`src/rtl/d_pipe_pkg.sv`:
```
`default_nettype none
// +--------------------------------------------------------------------+
// | d_pipe_pkg : shared sizing helper for the d_pipe_reg pipeline      |
// | Revision   : 1.0                                                   |
// +--------------------------------------------------------------------+
package d_pipe_pkg;

  // Bits needed to count 0..depth inclusive.
  function automatic int cnt_w(input int depth);
    return $clog2(depth + 1);
  endfunction

endpackage
`default_nettype wire

```
`src/rtl/d_pipe_stage.sv`:
```
`default_nettype none
// +--------------------------------------------------------------------+
// | d_pipe_stage : one WIDTH-bit data register with its valid bit      |
// | Revision     : 1.0                                                 |
// +--------------------------------------------------------------------+
module d_pipe_stage #(
  parameter int WIDTH = 8
) (
  input  logic             clk,
  input  logic             rst,
  input  logic             load,
  input  logic             src_valid,
  input  logic [WIDTH-1:0] src_data,
  input  logic             flush,
  output logic             valid,
  output logic [WIDTH-1:0] data
);

  logic             valid_d, valid_q;
  logic [WIDTH-1:0] data_d, data_q;

  // Flush only clears the valid bit; the data word is left as is.
  always_comb begin
    valid_d = valid_q;
    data_d  = data_q;
    if (load) begin
      valid_d = src_valid;
      data_d  = src_data;
    end
    if (flush) begin
      valid_d = 1'b0;
    end
  end

  always_ff @(posedge clk or posedge rst) begin
    if (rst) begin
      valid_q <= 1'b0;
      data_q  <= '0;
    end else begin
      valid_q <= valid_d;
      data_q  <= data_d;
    end
  end

  assign valid = valid_q;
  assign data  = data_q;

endmodule
`default_nettype wire

```
`src/rtl/d_pipe_reg.sv`:
```
`default_nettype none
// +--------------------------------------------------------------------+
// | d_pipe_reg : DEPTH-stage valid/ready register pipeline with        |
// |              bubble collapse, flush and occupancy count            |
// | Revision   : 1.0                                                   |
// +--------------------------------------------------------------------+
module d_pipe_reg
  import d_pipe_pkg::*;
#(
  parameter int WIDTH = 8,
  parameter int DEPTH = 4
) (
  input  logic                      clk,
  input  logic                      rst,
  input  logic                      flush,
  input  logic                      in_valid,
  output logic                      in_ready,
  input  logic [WIDTH-1:0]          d,
  output logic                      out_valid,
  input  logic                      out_ready,
  output logic [WIDTH-1:0]          q_out,
  output logic [cnt_w(DEPTH)-1:0]   occupancy
);

  localparam int CW = cnt_w(DEPTH);

  logic [DEPTH-1:0] v;
  logic [DEPTH-1:0] adv;
  logic [DEPTH-1:0] load;
  logic [WIDTH-1:0] data [DEPTH];
  logic             accept;
  logic             emit;
  logic [CW-1:0]    occ_d, occ_q;

  // Advance chain runs from the output back towards the input.
  always_comb begin
    adv            = '0;
    adv[DEPTH-1]   = v[DEPTH-1] & out_ready;
    for (int i = DEPTH - 2; i >= 0; i--) begin
      adv[i] = v[i] & (~v[i+1] | adv[i+1]);
    end
    load = ~v | adv;
  end

  assign in_ready  = load[0] & ~flush & ~rst;
  assign accept    = in_valid & in_ready;
  assign emit      = out_valid & out_ready;
  assign out_valid = v[DEPTH-1];
  assign q_out     = data[DEPTH-1];
  assign occupancy = occ_q;

  for (genvar i = 0; i < DEPTH; i++) begin : g_stage
    logic             src_valid;
    logic [WIDTH-1:0] src_data;

    if (i == 0) begin : g_head
      assign src_valid = in_valid;
      assign src_data  = d;
    end else begin : g_body
      assign src_valid = v[i-1];
      assign src_data  = data[i-1];
    end

    d_pipe_stage #(
      .WIDTH (WIDTH)
    ) u_stage (
      .clk       (clk),
      .rst       (rst),
      .load      (load[i]),
      .src_valid (src_valid),
      .src_data  (src_data),
      .flush     (flush),
      .valid     (v[i]),
      .data      (data[i])
    );
  end

  always_comb begin
    occ_d = occ_q;
    if (flush) begin
      occ_d = '0;
    end else begin
      occ_d = occ_q + CW'(accept) - CW'(emit);
    end
  end

  always_ff @(posedge clk or posedge rst) begin
    if (rst) begin
      occ_q <= '0;
    end else begin
      occ_q <= occ_d;
    end
  end

endmodule
`default_nettype wire

```
`config.mk`:
```
export PLATFORM = sky130hd
export DESIGN_NAME = d_pipe_reg
export DESIGN_NICKNAME = d
export VERILOG_FILES = /design/src/rtl/d_pipe_pkg.sv /design/src/rtl/d_pipe_stage.sv /design/src/rtl/d_pipe_reg.sv
export SDC_FILE = /design/constraint.sdc
export NUM_CORES = 1
export LEC_CHECK = 0
export CELL_PAD_IN_SITES_DETAIL_PLACEMENT = 1
export CELL_PAD_IN_SITES_GLOBAL_PLACEMENT = 1
export CORE_MARGIN = 1.5
export CORE_UTILIZATION = 45
export DETAILED_ROUTE_END_ITERATION = 10
export GPL_ROUTABILITY_DRIVEN = 0
export PLACE_DENSITY = 0.9
export SLEW_MARGIN = 20
export SYNTH_ARGS = -nofsm -noshare
export SYNTH_HDL_FRONTEND = slang
export SYNTH_SLANG_ARGS = --single-unit
```
`constraint.sdc`:
```
create_clock -name clk -period 5.3 [get_ports clk]
set_clock_uncertainty 0.1 [all_clocks]
set_input_delay 1.325 -clock clk [delete_from_list [all_inputs] [get_ports clk]]
set_output_delay 1.325 -clock clk [all_outputs]
set_load 0.01 [all_outputs]
```
======== Word level (Yosys, flattened, before mapping) ========
Cells that the tools add are included.
word-level totals
  bits in registers ....................... 39
  output and inout port bits .............. 13
  bits of input ports ..................... 13
  word-level logic and storage cells ...... 41
operators by class
  reductions and logical operators ........ 4
  add/sub/neg operators ................... 2
  multiplexer cells ....................... 9
  bitwise gates (word level) .............. 17
operator list
  operator                                     count
  1-bit two-way mux                            8
  2-bit nonzero test                           4
  1-bit bitwise AND                            7
  1-bit NOT                                    5
  4-bit NOT                                    1
  4-bit OR                                     1
  3-bit by 1-bit adder with 3-bit output       1
  3-bit two-way mux                            1
  1-bit OR                                     3
  3-bit by 1-bit subtractor with 3-bit output  1

======== Depth between registers and ports, before layout ========
  depth in word-level cells ............... 14
  mapped depth ............................ 11
  depth with buffers taken out ............ 10

======== Cells and area by module ========
A second synthesis with hierarchy kept.
unflattened totals
  cells, all modules ...................... 106
  area total of the unflattened synthesis .. 1736.7 sq um
modules (own cells, without submodules)
  module        area an instance (sq um)  cells each  times used  sequential area each (sq um)
  d_pipe_stage  374.1                     21          4           225.2
  d_pipe_reg    240.2                     22          1           75.1

======== Worst setup path after synthesis ========
Ideal clock, no wire load.
  path kind ............................... input port to output port
  start ................................... in out_ready
  end ..................................... out in_ready
  arrival time ............................ 2.017 ns
  setup slack ............................. 1.858 ns
  stages .................................. 5
  data required time ...................... 3.875 ns
  path buffers ............................ 2
  cells stage by stage .................... nand3b_1 buf_6 nor3_4 buf_6 nor3_1
on the way
  cells in the longest elaborated chain, start to end .. 10
RTL lines
  item                             RTL line          source
  start: declaration               d_pipe_reg.sv:20  input logic out_ready,
  1-bit bitwise AND                d_pipe_reg.sv:38  adv[DEPTH-1] = v[DEPTH-1] & out_ready;
  1-bit OR                         d_pipe_reg.sv:40  adv[i] = v[i] & (~v[i+1] | adv[i+1]);
  1-bit bitwise AND                d_pipe_reg.sv:40
  1-bit OR                         d_pipe_reg.sv:40
  1-bit bitwise AND                d_pipe_reg.sv:40
  1-bit OR                         d_pipe_reg.sv:40
  1-bit bitwise AND                d_pipe_reg.sv:40
  4-bit OR                         d_pipe_reg.sv:42  load = ~v | adv;
  1-bit bitwise AND (2 in series)  d_pipe_reg.sv:45  assign in_ready = load[0] & ~flush & ~rst;
  end: declaration                 d_pipe_reg.sv:17  output logic in_ready,
Every way passes these cells.

======== Worst setup path in the final report ========
Ends and elaborated chain as after synthesis.

==> flow_summary.html <==
<table>
<tr><th>Metric</th><th>Value</th></tr>
<tr><th colspan="2">Run status</th></tr>
<tr><td>Run status</td><td>finished clean</td></tr>
<tr><th colspan="2">Flow run</th></tr>
<tr><td>Number of maximum-capacitance violations</td><td>0</td></tr>
<tr><th colspan="2">Clock network</th></tr>
<tr><td>Total number of clock tree sinks</td><td>39</td></tr>
<tr><td>Clock latency of the later-clocked register in the worst-skew pair</td><td>0.34 ns</td></tr>
<tr><td>CTS tree</td><td>yes</td></tr>
<tr><td>Post-CTS setup repair buffer count</td><td>0</td></tr>
<tr><td>Maximum number of buffers from clock root to sink</td><td>2</td></tr>
<tr><td>Number of hold-repair buffers added at the cts stage</td><td>0</td></tr>
<tr><td>Reg clk slew, reported paths</td><td>approximately 0.11 ns</td></tr>
<tr><td>Number of H-tree branching levels</td><td>2</td></tr>
<tr><td>TritonCTS buffer count</td><td>5</td></tr>
<tr><td>Post-cts gate resize count</td><td>0</td></tr>
<tr><td>Clock Tree Root</td><td>sky130_fd_sc_hd__clkbuf_4</td></tr>
<tr><th colspan="2">STA</th></tr>
<tr><td>Number of setup violations in the final report</td><td>0</td></tr>
<tr><td>Final critical-path share of the clock period</td><td>0.8635</td></tr>
<tr><td>Final max-slew violation count</td><td>0</td></tr>
<tr><td>Setup repair after global routing missed its margin</td><td>false</td></tr>
<tr><td>Total negative setup slack</td><td>0 ns</td></tr>
<tr><td>Max frequency</td><td>0.2185 GHz</td></tr>
<tr><td>Worst-Margin Slew</td><td>0.8931 ns</td></tr>
<tr><td>Post-layout minimum cycle time</td><td>4.576 ns</td></tr>
<tr><td>Max-Slew Margin vs Limit</td><td>0.4033</td></tr>
<tr><td>Final Hold Violating Endpoints</td><td>0</td></tr>
<tr><th colspan="2">Routing</th></tr>
<tr><td>Total via count in the routed design</td><td>about 960</td></tr>
<tr><td>Length of the first detailed-routing pass in iterations</td><td>4</td></tr>
<tr><td>Detailed Route Iter0 Violations</td><td>18</td></tr>
<tr><td>Drt drc</td><td>0</td></tr>
<tr><td>Routed WL</td><td>2989 µm</td></tr>
<tr><td>Routed Antenna Nets</td><td>0</td></tr>
<tr><td>Average wire length per cell after detail routing</td><td>15.49 µm</td></tr>
<tr><td>Ratio of routed vias to standard cells</td><td>4.990</td></tr>
<tr><th colspan="2">Global route</th></tr>
<tr><td>Maximum number of pins on one net before global-route repair</td><td>40</td></tr>
<tr><td>Remaining global-route overflow</td><td>0</td></tr>
<tr><td>Antenna violations before repair</td><td>0</td></tr>
<tr><td>Overall fraction of global-route tracks in use</td><td>0.1732</td></tr>
<tr><td>Global-route wire length before repair</td><td>a little over 5000 µm</td></tr>
<tr><td>Vias in the first global route</td><td>1020</td></tr>
<tr><th colspan="2">Critical path</th></tr>
<tr><td>Sort of element at the end of the critical path</td><td>output pin</td></tr>
<tr><td>Worst endpoint required time</td><td>3.88 ns</td></tr>
<tr><td>Worst setup startpoint</td><td>out_ready</td></tr>
<tr><td>Kind of start point of the critical path</td><td>primary input</td></tr>
<tr><td>Slowest Stage Delay on Critical Path</td><td>0.50 ns</td></tr>
<tr><td>Most prevalent standard cell on the critical path</td><td>sky130_fd_sc_hd__clkdlybuf4s50_1</td></tr>
<tr><td>Arr. time, crit path</td><td>about 3.2 ns</td></tr>
<tr><td>Cell Chain, Critical Path</td><td>clkdlybuf4s50_1 &gt; nand3b_1 &gt; nor3_4 &gt; nor3_1 &gt; clkdlybuf4s50_1</td></tr>
<tr><td>Largest driver fanout on the critical path</td><td>10</td></tr>
<tr><td>Launching point of the worst reg2reg path</td><td>g_stage[3].u_stage.valid</td></tr>
<tr><td>Critical path type</td><td>primary input to output pin</td></tr>
<tr><td>Slowest stage cell on the critical path</td><td>sky130_fd_sc_hd__nand3b_1</td></tr>
<tr><th colspan="2">Die</th></tr>
<tr><td>Die width</td><td>roughly 63 µm</td></tr>
<tr><td>Die height</td><td>62.66 µm</td></tr>
<tr><td>CORE AREA</td><td>~3400 µm²</td></tr>
<tr><td>IO Count</td><td>26</td></tr>
<tr><td>Number of cell rows</td><td>21</td></tr>
<tr><td>Starting utilization of the core area</td><td>0.4762</td></tr>
<tr><td>Area enclosed by the die boundary</td><td>about 4000 µm²</td></tr>
<tr><th colspan="2">Final layout</th></tr>
<tr><td>Multi-input combinational cell area</td><td>569.3 µm²</td></tr>
<tr><td>Final instance area</td><td>1958 µm²</td></tr>
<tr><td>Seq. cell area</td><td>975.9 µm²</td></tr>
<tr><td>Most frequent cells in the layout</td><td>39 x sky130_fd_sc_hd__dfrtp_1, 25 x sky130_fd_sc_hd__clkdlybuf4s50_1, 24 x sky130_fd_sc_hd__nand2_1</td></tr>
<tr><td>Number of nets in the layout</td><td>163</td></tr>
<tr><td>Most common library cell in the layout ignoring fill and taps</td><td>sky130_fd_sc_hd__dfrtp_1</td></tr>
<tr><td>Fillcell total</td><td>about 360</td></tr>
<tr><td>Share of post-route cells with drive strength above 1</td><td>0.2313</td></tr>
<tr><td>Synthesis-to-layout area growth</td><td>22.27%</td></tr>
<tr><td>Number of inserted diodes</td><td>0</td></tr>
<tr><th colspan="2">Placed design</th></tr>
<tr><td>Placed cell area</td><td>1887 µm²</td></tr>
<tr><td>IO buf count</td><td>25</td></tr>
<tr><td>Detail Placement HPWL</td><td>around 2200 µm</td></tr>
<tr><th colspan="2">Min path</th></tr>
<tr><td>Hold crit path type</td><td>register to register</td></tr>
<tr><td>Hold path startpoint</td><td>g_stage[3].u_stage.data[7]</td></tr>
<tr><th colspan="2">Pwr</th></tr>
<tr><td>Peak supply drop</td><td>0.1731 mV</td></tr>
<tr><td>Portion of total power attributed to the clock network</td><td>0.334</td></tr>
<tr><td>Flop pwr share</td><td>0.568</td></tr>
<tr><td>Power Dens Cells</td><td>~290 nW/µm²</td></tr>
<tr><td>Switching Power</td><td>0.1245 mW</td></tr>
<tr><td>Leakage component of the power</td><td>0.8921 nW</td></tr>
<tr><td>Share of power burned in combinational logic</td><td>0.097</td></tr>
<tr><td>Switching Share</td><td>0.2195</td></tr>
<tr><td>Internal Power</td><td>0.4430 mW</td></tr>
<tr><th colspan="2">Synthesis</th></tr>
<tr><td>Synthesized cell area</td><td>between 1500 and 2000 µm²</td></tr>
<tr><td>Yosys synthesis warning count</td><td>0</td></tr>
<tr><td>Net Count, Synth</td><td>134</td></tr>
<tr><td>Unique cell type count in the Yosys netlist</td><td>24</td></tr>
<tr><td>Number of synthesized register bits</td><td>39</td></tr>
<tr><td>Portion of the post-synthesis area used by sequential elements</td><td>0.6094</td></tr>
<tr><td>Number of instances in the synthesized netlist</td><td>118</td></tr>
<tr><td>Post-synthesis average cell area</td><td>~14 µm²</td></tr>
</table>
[flip-flops by register name (all words and copies together), names as in the netlist]
register and count:
g_stage.u_stage.data 32, g_stage.u_stage.valid 4, occupancy 3
[cell families after synthesis]
family,synth area share
buffers and inverters,0.03516
xor gates and xnor gates,0.01094
and+or+nand+nor,0.1164
DFF,0.6094
adders and majority gates,0.02812
AOI/OAI and AO/OA,0.01250
muxes,0.1875
[synthesized netlist by cell type, drive strengths merged]
library cell,count,area share
dfrtp,39,0.61
mux2,24,0.19
nand2,24,0.056
inv,5,0.012
nor2,4,0.0094
buf,3,0.019
a21oi,2,0.0063
clkbuf,2,0.0047
ha,2,0.016
nor2b,2,0.0078
nor3,2,0.013
and2,1,0.0039
fa,1,0.013
nand2b,1,0.0039
nand3,1,0.011
nand3b,1,0.0047
o21ba,1,0.0063
or4b,1,0.0063
xnor2,1,0.0055
xor2,1,0.0055
[power groups by stage]
stage | logic (mW) | registers (mW) | clock network, mW
after floorplan | 0.0255 | 0.329 | 0
after global placement | 0.0529 | 0.327 | 0
after detailed placement | 0.0563 | 0.329 | 0
after CTS | 0.0568 | 0.323 | 0.196
after global routing | 0.0601 | 0.325 | 0.212
final | 0.0553 | 0.323 | 0.190
[metrics by stage]
step                        util  hold WS, ns  total power, mW  instances  setup WS, ns
final                     0.5822       0.3759           0.5675        193        0.7236
after global routing      0.5822       0.4184           0.5971        193        0.5962
after CTS                 0.5822       0.3830           0.5759        193        0.7204
after detailed placement  0.5610       0.3565           0.3852        186        0.7321
after global placement    0.5610       0.3508           0.3803        186        0.8197
after floorplan                -       0.3418           0.3544        118         1.858
[cell type report]
| type | count | share of cell area |
|---|---|---|
| clock buffers | 6 | 0.02109 |
| clock inverters | 1 | 0.01534 |
| inverters | 5 | 0.009585 |
| multi-input cells | 69 | 0.2907 |
| flip-flops and latches | 39 | 0.4984 |
| well taps | 46 | 0.02939 |
| repair buffers | 27 | 0.1355 |
[final timing paths]
check / end / slack (ns) / depth (start not counted)
min in group asynchronous: occupancy[2] / 1.41 / 3
hold / removal: g_stage[3].u_stage.data[7] / 0.38 / 2
max in group asynchronous: g_stage[3].u_stage.data[2] / 3.35 / 3
setup reg to reg: occupancy[2] / 2.26 / 11
hold reg to reg: g_stage[3].u_stage.data[7] / 0.38 / 2
setup / recovery: in_ready / 0.72 / 5
[worst max-delay path: cells and delay by family]
kind	cells	cell delay (ns)
simple gates	3	0.87
buf+inv	2	0.96
[per-layer routing]
layer	global-route usage	vias to the layer above	share of wire
met5	0	-	0
met2	0.2849	22	0.54
li1	-	443	-
met1	0.2058	494	0.43
met4	0.09722	0	0.010
met3	0.04685	4	0.028
Note: power is estimated with default switching activity, not from simulation.
